--- src/rtl/cpu_control_fsm_if.sv ---
// Control-unit bus: instruction/flag inputs and datapath control outputs.
// The master side (datapath or bench) drives memory data and flags; the slave side is the controller.
interface cpu_control_fsm_if #(
  parameter int DATA_W  = 16,
  parameter int REG_CNT = 16
);
  localparam int SEL_W = (REG_CNT > 1) ? $clog2(REG_CNT) : 1;

  logic [DATA_W-1:0]  mem_in;
  logic [4:0]         flags;
  logic [DATA_W-1:0]  instr_out;
  logic [REG_CNT-1:0] reg_en;
  logic [SEL_W-1:0]   mux_a_sel;
  logic [SEL_W-1:0]   mux_b_sel;
  logic               addr_sel;
  logic [1:0]         pc_sel;
  logic               pc_en;
  logic [DATA_W-1:0]  disp_out;
  logic               imm_sel;
  logic               alu_sel;
  logic               mem_w_en;
  logic               flag_en;
  logic               illegal_op;
  logic [3:0]         state_out;

  modport master (
    output mem_in, flags,
    input  instr_out, reg_en, mux_a_sel, mux_b_sel, addr_sel, pc_sel, pc_en,
           disp_out, imm_sel, alu_sel, mem_w_en, flag_en, illegal_op, state_out
  );

  modport slave (
    input  mem_in, flags,
    output instr_out, reg_en, mux_a_sel, mux_b_sel, addr_sel, pc_sel, pc_en,
           disp_out, imm_sel, alu_sel, mem_w_en, flag_en, illegal_op, state_out
  );
endinterface

--- src/rtl/cpu_control_fsm.sv ---
// Multi-cycle fetch/decode/execute controller for the 16-bit datapath.
// Control outputs are registered alongside the state; only pc_sel looks at the live flag bus.
module cpu_control_fsm #(
  parameter int DATA_W  = 16,
  parameter int REG_CNT = 16,
  parameter int MEM_LAT = 1
) (
  input logic               clk,
  input logic               reset,
  cpu_control_fsm_if.slave  bus
);
  localparam int SEL_W = (REG_CNT > 1) ? $clog2(REG_CNT) : 1;

  typedef enum logic [3:0] {
    ST_RESET     = 4'd0,
    ST_FETCH     = 4'd1,
    ST_DECODE    = 4'd2,
    ST_EXEC_R    = 4'd3,
    ST_STORE     = 4'd4,
    ST_LOAD_ADDR = 4'd5,
    ST_LOAD_WB   = 4'd6,
    ST_JUMP      = 4'd7,
    ST_BRANCH    = 4'd8
  } state_t;

  typedef struct packed {
    logic [DATA_W-1:0]  disp;
    logic [REG_CNT-1:0] regEn;
    logic [SEL_W-1:0]   muxA;
    logic [SEL_W-1:0]   muxB;
    logic               addrSel;
    logic               pcEn;
    logic               immSel;
    logic               aluSel;
    logic               memWEn;
    logic               flagEn;
    logic               illegalOp;
  } ctrl_t;

  localparam logic [3:0] OP_RR     = 4'b0000;
  localparam logic [3:0] OP_MEM    = 4'b0100;
  localparam logic [3:0] OP_CMP    = 4'b1011;
  localparam logic [3:0] OP_BRANCH = 4'b1100;
  localparam logic [3:0] OP_MOV    = 4'b1101;
  localparam logic [3:0] EXT_LOAD  = 4'b0000;
  localparam logic [3:0] EXT_STORE = 4'b0100;
  localparam logic [3:0] EXT_JUMP  = 4'b1100;
  localparam logic [3:0] WAIT_LAST = 4'(MEM_LAT - 1);

  state_t            r_state;
  logic [3:0]        r_wait;
  logic [DATA_W-1:0] r_instr;
  ctrl_t             r_ctrl;

  state_t            w_next;
  logic [DATA_W-1:0] w_nextInstr;
  logic              w_waitDone;
  logic              w_condTrue;

  // ST_FETCH as a dispatch result marks an undecodable memory-group extension.
  function automatic state_t dispatch(input logic [DATA_W-1:0] ins);
    if (ins[15:12] == OP_MEM) begin
      case (ins[7:4])
        EXT_LOAD:  return ST_LOAD_ADDR;
        EXT_STORE: return ST_STORE;
        EXT_JUMP:  return ST_JUMP;
        default:   return ST_FETCH;
      endcase
    end else if (ins[15:12] == OP_BRANCH) begin
      return ST_BRANCH;
    end
    return ST_EXEC_R;
  endfunction

  function automatic state_t nextState(input state_t s, input logic done,
                                       input logic [DATA_W-1:0] ins);
    case (s)
      ST_RESET:     return ST_FETCH;
      ST_FETCH:     return done ? ST_DECODE : ST_FETCH;
      ST_DECODE:    return dispatch(ins);
      ST_LOAD_ADDR: return done ? ST_LOAD_WB : ST_LOAD_ADDR;
      ST_EXEC_R, ST_STORE, ST_LOAD_WB, ST_JUMP, ST_BRANCH: return ST_FETCH;
      default:      return ST_RESET;
    endcase
  endfunction

  // Indices at or above REG_CNT match no bit, which suppresses the write.
  function automatic logic [REG_CNT-1:0] oneHot(input logic [3:0] idx);
    logic [REG_CNT-1:0] v;
    v = '0;
    for (int i = 0; i < REG_CNT; i++) begin
      if (idx == 4'(i)) v[i] = 1'b1;
    end
    return v;
  endfunction

  function automatic ctrl_t ctrlFor(input state_t s, input logic [DATA_W-1:0] ins);
    ctrl_t      c;
    logic [3:0] op;
    logic [3:0] ext;
    logic [3:0] dst;
    logic [3:0] src;
    logic       isCmp;
    logic       isMov;
    c     = '0;
    op    = ins[15:12];
    ext   = ins[7:4];
    dst   = ins[11:8];
    src   = ins[3:0];
    isCmp = (op == OP_CMP) || (op == OP_RR && ext == OP_CMP);
    isMov = (op == OP_MOV) || (op == OP_RR && ext == OP_MOV);
    case (s)
      ST_DECODE: begin
        c.muxA = dst[SEL_W-1:0];
        c.muxB = src[SEL_W-1:0];
        if (dispatch(ins) == ST_FETCH) begin
          c.illegalOp = 1'b1;
          c.pcEn      = 1'b1;
        end
      end
      ST_EXEC_R: begin
        c.muxA   = dst[SEL_W-1:0];
        c.muxB   = src[SEL_W-1:0];
        c.aluSel = 1'b1;
        c.immSel = (op != OP_RR);
        c.pcEn   = 1'b1;
        c.regEn  = isCmp ? '0 : oneHot(dst);
        c.flagEn = !isMov;
      end
      ST_STORE: begin
        c.muxA    = src[SEL_W-1:0];
        c.muxB    = dst[SEL_W-1:0];
        c.addrSel = 1'b1;
        c.memWEn  = 1'b1;
        c.pcEn    = 1'b1;
      end
      ST_LOAD_ADDR: begin
        c.muxA    = src[SEL_W-1:0];
        c.muxB    = src[SEL_W-1:0];
        c.addrSel = 1'b1;
      end
      ST_LOAD_WB: begin
        c.muxA  = dst[SEL_W-1:0];
        c.muxB  = src[SEL_W-1:0];
        c.regEn = oneHot(dst);
        c.pcEn  = 1'b1;
      end
      ST_JUMP: begin
        c.muxA = src[SEL_W-1:0];
        c.muxB = src[SEL_W-1:0];
        c.pcEn = 1'b1;
      end
      ST_BRANCH: begin
        c.muxA = dst[SEL_W-1:0];
        c.muxB = src[SEL_W-1:0];
        c.disp = {{(DATA_W-8){ins[7]}}, ins[7:0]};
        c.pcEn = 1'b1;
      end
      default: ;
    endcase
    return c;
  endfunction

  // flags = {N, Z, F, L, C}
  function automatic logic condMet(input logic [3:0] code, input logic [4:0] fl);
    logic n, z, f, l, cy;
    {n, z, f, l, cy} = fl;
    case (code)
      4'h0: return z;
      4'h1: return !z;
      4'h2: return cy;
      4'h3: return !cy;
      4'h4: return l;
      4'h5: return !l;
      4'h6: return n;
      4'h7: return !n;
      4'h8: return f;
      4'h9: return !f;
      4'hA: return !l && !z;
      4'hB: return l || z;
      4'hC: return !n && !z;
      4'hD: return n || z;
      4'hE: return 1'b1;
      default: return 1'b0;
    endcase
  endfunction

  assign w_waitDone  = (r_wait == WAIT_LAST);
  assign w_next      = nextState(r_state, w_waitDone, r_instr);
  assign w_nextInstr = (r_state == ST_FETCH && w_waitDone) ? bus.mem_in : r_instr;
  assign w_condTrue  = condMet(r_instr[11:8], bus.flags);

  // Outputs for the coming state are computed from the instruction that state will see.
  always_ff @(posedge clk) begin
    if (!reset) begin
      r_state <= ST_RESET;
      r_wait  <= 4'd0;
      r_instr <= '0;
      r_ctrl  <= '0;
    end else begin
      r_state <= w_next;
      r_instr <= w_nextInstr;
      r_ctrl  <= ctrlFor(w_next, w_nextInstr);
      if ((r_state == ST_FETCH || r_state == ST_LOAD_ADDR) && !w_waitDone)
        r_wait <= r_wait + 4'd1;
      else
        r_wait <= 4'd0;
    end
  end

  assign bus.instr_out  = r_instr;
  assign bus.reg_en     = r_ctrl.regEn;
  assign bus.mux_a_sel  = r_ctrl.muxA;
  assign bus.mux_b_sel  = r_ctrl.muxB;
  assign bus.addr_sel   = r_ctrl.addrSel;
  assign bus.pc_en      = r_ctrl.pcEn;
  assign bus.disp_out   = r_ctrl.disp;
  assign bus.imm_sel    = r_ctrl.immSel;
  assign bus.alu_sel    = r_ctrl.aluSel;
  assign bus.mem_w_en   = r_ctrl.memWEn;
  assign bus.flag_en    = r_ctrl.flagEn;
  assign bus.illegal_op = r_ctrl.illegalOp;
  assign bus.state_out  = r_state;

  // Taken jumps/branches must react to flags written just before, so this stays combinational.
  assign bus.pc_sel = !w_condTrue              ? 2'b00 :
                      (r_state == ST_JUMP)     ? 2'b01 :
                      (r_state == ST_BRANCH)   ? 2'b10 : 2'b00;
endmodule

--- src/flat_wrapper.sv ---
// flat-port wrapper written by rule: the top's interface ports become plain ports
module cpu_control_fsm_flat 
#(
  parameter int DATA_W  = 16,
  parameter int REG_CNT = 16,
  parameter int MEM_LAT = 1
)
  (clk, reset, bus_mem_in, bus_flags, bus_instr_out, bus_reg_en, bus_mux_a_sel, bus_mux_b_sel, bus_addr_sel, bus_pc_sel, bus_pc_en, bus_disp_out, bus_imm_sel, bus_alu_sel, bus_mem_w_en, bus_flag_en, bus_illegal_op, bus_state_out);
  cpu_control_fsm_if #(.DATA_W(DATA_W), .REG_CNT(REG_CNT)) bus_i ();
  input logic clk;
  input logic reset;
  input wire logic [$bits(bus_i.mem_in)-1:0] bus_mem_in;
  input wire logic [$bits(bus_i.flags)-1:0] bus_flags;
  output wire logic [$bits(bus_i.instr_out)-1:0] bus_instr_out;
  output wire logic [$bits(bus_i.reg_en)-1:0] bus_reg_en;
  output wire logic [$bits(bus_i.mux_a_sel)-1:0] bus_mux_a_sel;
  output wire logic [$bits(bus_i.mux_b_sel)-1:0] bus_mux_b_sel;
  output wire logic [$bits(bus_i.addr_sel)-1:0] bus_addr_sel;
  output wire logic [$bits(bus_i.pc_sel)-1:0] bus_pc_sel;
  output wire logic [$bits(bus_i.pc_en)-1:0] bus_pc_en;
  output wire logic [$bits(bus_i.disp_out)-1:0] bus_disp_out;
  output wire logic [$bits(bus_i.imm_sel)-1:0] bus_imm_sel;
  output wire logic [$bits(bus_i.alu_sel)-1:0] bus_alu_sel;
  output wire logic [$bits(bus_i.mem_w_en)-1:0] bus_mem_w_en;
  output wire logic [$bits(bus_i.flag_en)-1:0] bus_flag_en;
  output wire logic [$bits(bus_i.illegal_op)-1:0] bus_illegal_op;
  output wire logic [$bits(bus_i.state_out)-1:0] bus_state_out;
  assign bus_i.mem_in = bus_mem_in;
  assign bus_i.flags = bus_flags;
  assign bus_instr_out = bus_i.instr_out;
  assign bus_reg_en = bus_i.reg_en;
  assign bus_mux_a_sel = bus_i.mux_a_sel;
  assign bus_mux_b_sel = bus_i.mux_b_sel;
  assign bus_addr_sel = bus_i.addr_sel;
  assign bus_pc_sel = bus_i.pc_sel;
  assign bus_pc_en = bus_i.pc_en;
  assign bus_disp_out = bus_i.disp_out;
  assign bus_imm_sel = bus_i.imm_sel;
  assign bus_alu_sel = bus_i.alu_sel;
  assign bus_mem_w_en = bus_i.mem_w_en;
  assign bus_flag_en = bus_i.flag_en;
  assign bus_illegal_op = bus_i.illegal_op;
  assign bus_state_out = bus_i.state_out;
  cpu_control_fsm #(.DATA_W(DATA_W), .REG_CNT(REG_CNT), .MEM_LAT(MEM_LAT)) u_core (.clk(clk), .reset(reset), .bus(bus_i));
endmodule
--- config.mk ---
export PLATFORM = sky130hd
export DESIGN_NAME = cpu_control_fsm_flat
export DESIGN_NICKNAME = d
export VERILOG_FILES = /design/src/rtl/cpu_control_fsm_if.sv /design/src/rtl/cpu_control_fsm.sv /design/src/flat_wrapper.sv
export SDC_FILE = /design/constraint.sdc
export NUM_CORES = 1
export LEC_CHECK = 0
export ABC_AREA = 1
export CAP_MARGIN = 20
export CORE_UTILIZATION = 49
export CTS_BUF_LIST = sky130_fd_sc_hd__clkbuf_8 sky130_fd_sc_hd__clkbuf_16
export CTS_CLUSTER_SIZE = 25
export DETAILED_ROUTE_END_ITERATION = 6
export PLACE_DENSITY = 0.82
export REMOVE_ABC_BUFFERS = 1
export SLEW_MARGIN = 0
export SYNTH_ARGS = -nofsm -noshare
export SYNTH_HDL_FRONTEND = slang
export SYNTH_SLANG_ARGS = --single-unit
--- constraint.sdc ---
create_clock -name clk -period 4.3 [get_ports clk]
set_input_delay 1.075 -clock clk [delete_from_list [all_inputs] [get_ports clk]]
set_output_delay 1.075 -clock clk [all_outputs]
set_load 0.02 [all_outputs]
==> impl_metrics.env <==
export IMPL_crit_path_max_incr_delay_ns=0.59
export IMPL_area_delta_synth_final_pct=39.5
export IMPL_synth_seq_area_share_pct=45.9
export IMPL_grt_overflow_total=0
export IMPL_critPathKind="input port to primary output"
export IMPL_ctsResizeCount=0
export IMPL_dp_hpwl_mm=4.88
export IMPL_cts_root_buf="clkbuf_8"
export IMPL_postCtsSetupRepairBufs=0
export IMPL_dp_cells=520
export IMPL_clock_sinks=63
export IMPL_power_frac_seq_pct=39.6
export IMPL_nNetsFinal=486
export IMPL_grt_max_degree=37
export IMPL_netlist_top_cells_area="dfxtp_1 46%, nand2_1 11%, nor2_1 9.3%"
export IMPL_holdWs_ns=0.471
export IMPL_synth_edf_count=0
export IMPL_drt_total_wl_mm=6.62
export IMPL_grt_pass1_wl_mm=10.6
export IMPL_multi_input_area_um2=1200
export IMPL_core_area_um2=5240
export IMPL_p_switching_uw=557
export IMPL_grt_pass1_vias=2309
export IMPL_die_height_um=76.9
export IMPL_status="completed"
export IMPL_power_density_nw_per_um2=434
export IMPL_hp_class="flip-flop to flip-flop"
export IMPL_vias_per_cell=4.82
export IMPL_fin_cells=535
export IMPL_hold_viol=0
export IMPL_cp_max_fo=4
export IMPL_synthTopCellsByCount="82 x nand2_1, 68 x nor2_1, 63 x dfxtp_1"
export IMPL_dieWidth_um=76.9
export IMPL_setup_tns_ns=0
export IMPL_syn_area_per_cell_um2=7.32
export IMPL_yosysTopAreaCell="dfxtp_1"
export IMPL_synth_distinct_cells=31
export IMPL_ir_worst_vdd_mv=0.315
export IMPL_yosysMostFrequentCell="nand2_1"
export IMPL_cts_hold_fix_buffers=0
export IMPL_clock_path_buffers=2
export IMPL_skew_ns=0.00785
export IMPL_synth_seq_cells=63
export IMPL_clkTransAtPathRegs_ns=0.06
export IMPL_gp_congestion=0.951
export IMPL_min_period_ns=3.93
export IMPL_final_core_util_pct=73.1
export IMPL_n_antenna_cell=0
export IMPL_p_comb_share_pct=30.0
export IMPL_tightest_slew_ns=0.611
export IMPL_clock_fmax_mhz=255
export IMPL_fin_crit_sh_pct=91.3
export IMPL_p_sw_share_pct=33.5
export IMPL_power_internal_uw=1110
export IMPL_tritoncts="yes"
export IMPL_drtIter0Drc=122
export IMPL_netlist_area_leader_share_pct=45.9
export IMPL_num_vias=2577
export IMPL_wl_per_cell_um=12.4
export IMPL_critPathLaunchType="input port"
export IMPL_place_area_um2=3630
export IMPL_antenna_found_initial=0
export IMPL_initial_utilization_pct=52.4
export IMPL_io_pins=92
export IMPL_slew_viol_final=0
export IMPL_synth_ff_type="dfxtp_1"
export IMPL_area_sequential_um2=1260
export IMPL_required_ns=3.22
export IMPL_cts_htree_levels=3
export IMPL_path_cells="clkdlybuf4s50_1 -> o22ai_1 -> a21oi_1 -> o21ai_0 -> inv_1 -> nand3_1 -> nand2_1 -> inv_1 -> clkdlybuf4s50_1"
export IMPL_max_cap_violations=0
export IMPL_setup_violations_final=0
export IMPL_synthCells=375
export IMPL_numPortBuffers=91
export IMPL_pwr_share_clk_pct=30.4
export IMPL_clock_latency_ns=0.33
export IMPL_die_area_um2=5910
export IMPL_design_area_um2=3830
export IMPL_drive_above_1_share_pct=9.25
export IMPL_antenna_left=0
export IMPL_max_slew_margin_pct=59.2
export IMPL_slowest_stage="clkdlybuf4s50_1"
export IMPL_drt_pass1_iterations=4
export IMPL_async_reset_ff_share_pct=0
export IMPL_fill_cells=418
export IMPL_numCtsBuffers=9
export IMPL_cp_end_kind="primary output"
export IMPL_yosysWarningCount=0
export IMPL_grt_usage_pct=23.0
export IMPL_p_leak_uw=0.00167
export IMPL_grt_setup_unrepaired="no"
export IMPL_crit_arrival_ns=2.85
export IMPL_syn_cell_area_um2=2750
export IMPL_rows=26
export IMPL_drc=0
-- routing by layer --
metal  routed length, um  up-vias  track usage [%]  share of wire [%]
met5                   0        -                0                  0
met4                  93        0             10.2                1.4
met3                 426        9             5.00                6.4
met2                2920       80             34.3                 44
met1                3180     1150             31.8                 48
li1                    -     1338                -                  -
-- power by group through the flow --
stage	Combinational, uW	Sequential (uW)	Clock (uW)
5_1_grt	546	664	536
2_1_floorplan	263	722	0
3_5_place_dp	490	671	0
4_1_cts	496	658	510
3_3_place_gp	483	671	0
6_report	499	659	506
-- cells by family after synthesis --
kind of cell / after synthesis / synth area share, %
flops: 63 / 45.9
xor+xnor: 2 / 0.638
buf+inv: 63 / 10.5
fa+ha+maj: 2 / 0.911
compound gates: 34 / 7.74
simple gates: 211 / 34.3
-- stage by stage --
stage          setup WS (ns)  total power (uW)
3_5_place_dp           0.447              1160
6_report               0.375              1660
3_3_place_gp           0.470              1150
5_1_grt                0.275              1750
2_1_floorplan           1.52               985
4_1_cts                0.442              1660
-- critical path, delay by kind of cell --
kind / cells / cell delay [ns]
buf+inv: 4 / 1.18
simple gates: 2 / 0.15
compound gates: 3 / 0.44
-- cell type report --
class	instances	share of cell area [%]
flip-flops and latches	63	32.9
multi-input cells	249	31.3
repair buffers	91	23.8
inverters	47	4.60
clock buffers	11	3.95
well taps	70	2.29
clock inverters	4	1.21
-- registers in the layout, summed over array words and instances, names as in the netlist, 4 cells and up --
signal,flops
u_core.bus.state_out,4
u_core.bus.reg_en,16
u_core.bus.instr_out,16
u_core.bus.disp_out,8
u_core.r_wait,4
u_core.bus.mux_a_sel,4
u_core.bus.mux_b_sel,4
-- cell usage in the layout (no fill, tap or decap), types with 3 or more instances in the layout --
cell type / instances
nand2_4: 3
nor2_2: 4
inv_2: 3
nor3_1: 14
o211ai_1: 6
nand3_1: 17
clkbuf_8: 11
inv_1: 45
nand3b_1: 6
nand2_2: 7
nor2_1: 68
a21oi_1: 8
or2_2: 4
o21ai_2: 4
dfxtp_1: 63
nand2_1: 82
o22ai_1: 3
o21ai_0: 9
clkdlybuf4s50_1: 91
-- final timing paths --
check / from / cells after the start / slack, ns / end
worst max register to register: u_core.r_wait[0] / 12 / 2.09 / u_core.bus.reg_en[13]
worst max-delay path: bus_flags[4] / 9 / 0.37 / bus_pc_sel[1]
worst min register to register: u_core.r_wait[0] / 1 / 0.47 / u_core.r_wait[0]
worst min-delay path: u_core.r_wait[0] / 1 / 0.47 / u_core.r_wait[0]
No activity file was read; power rests on OpenSTA's default activity.
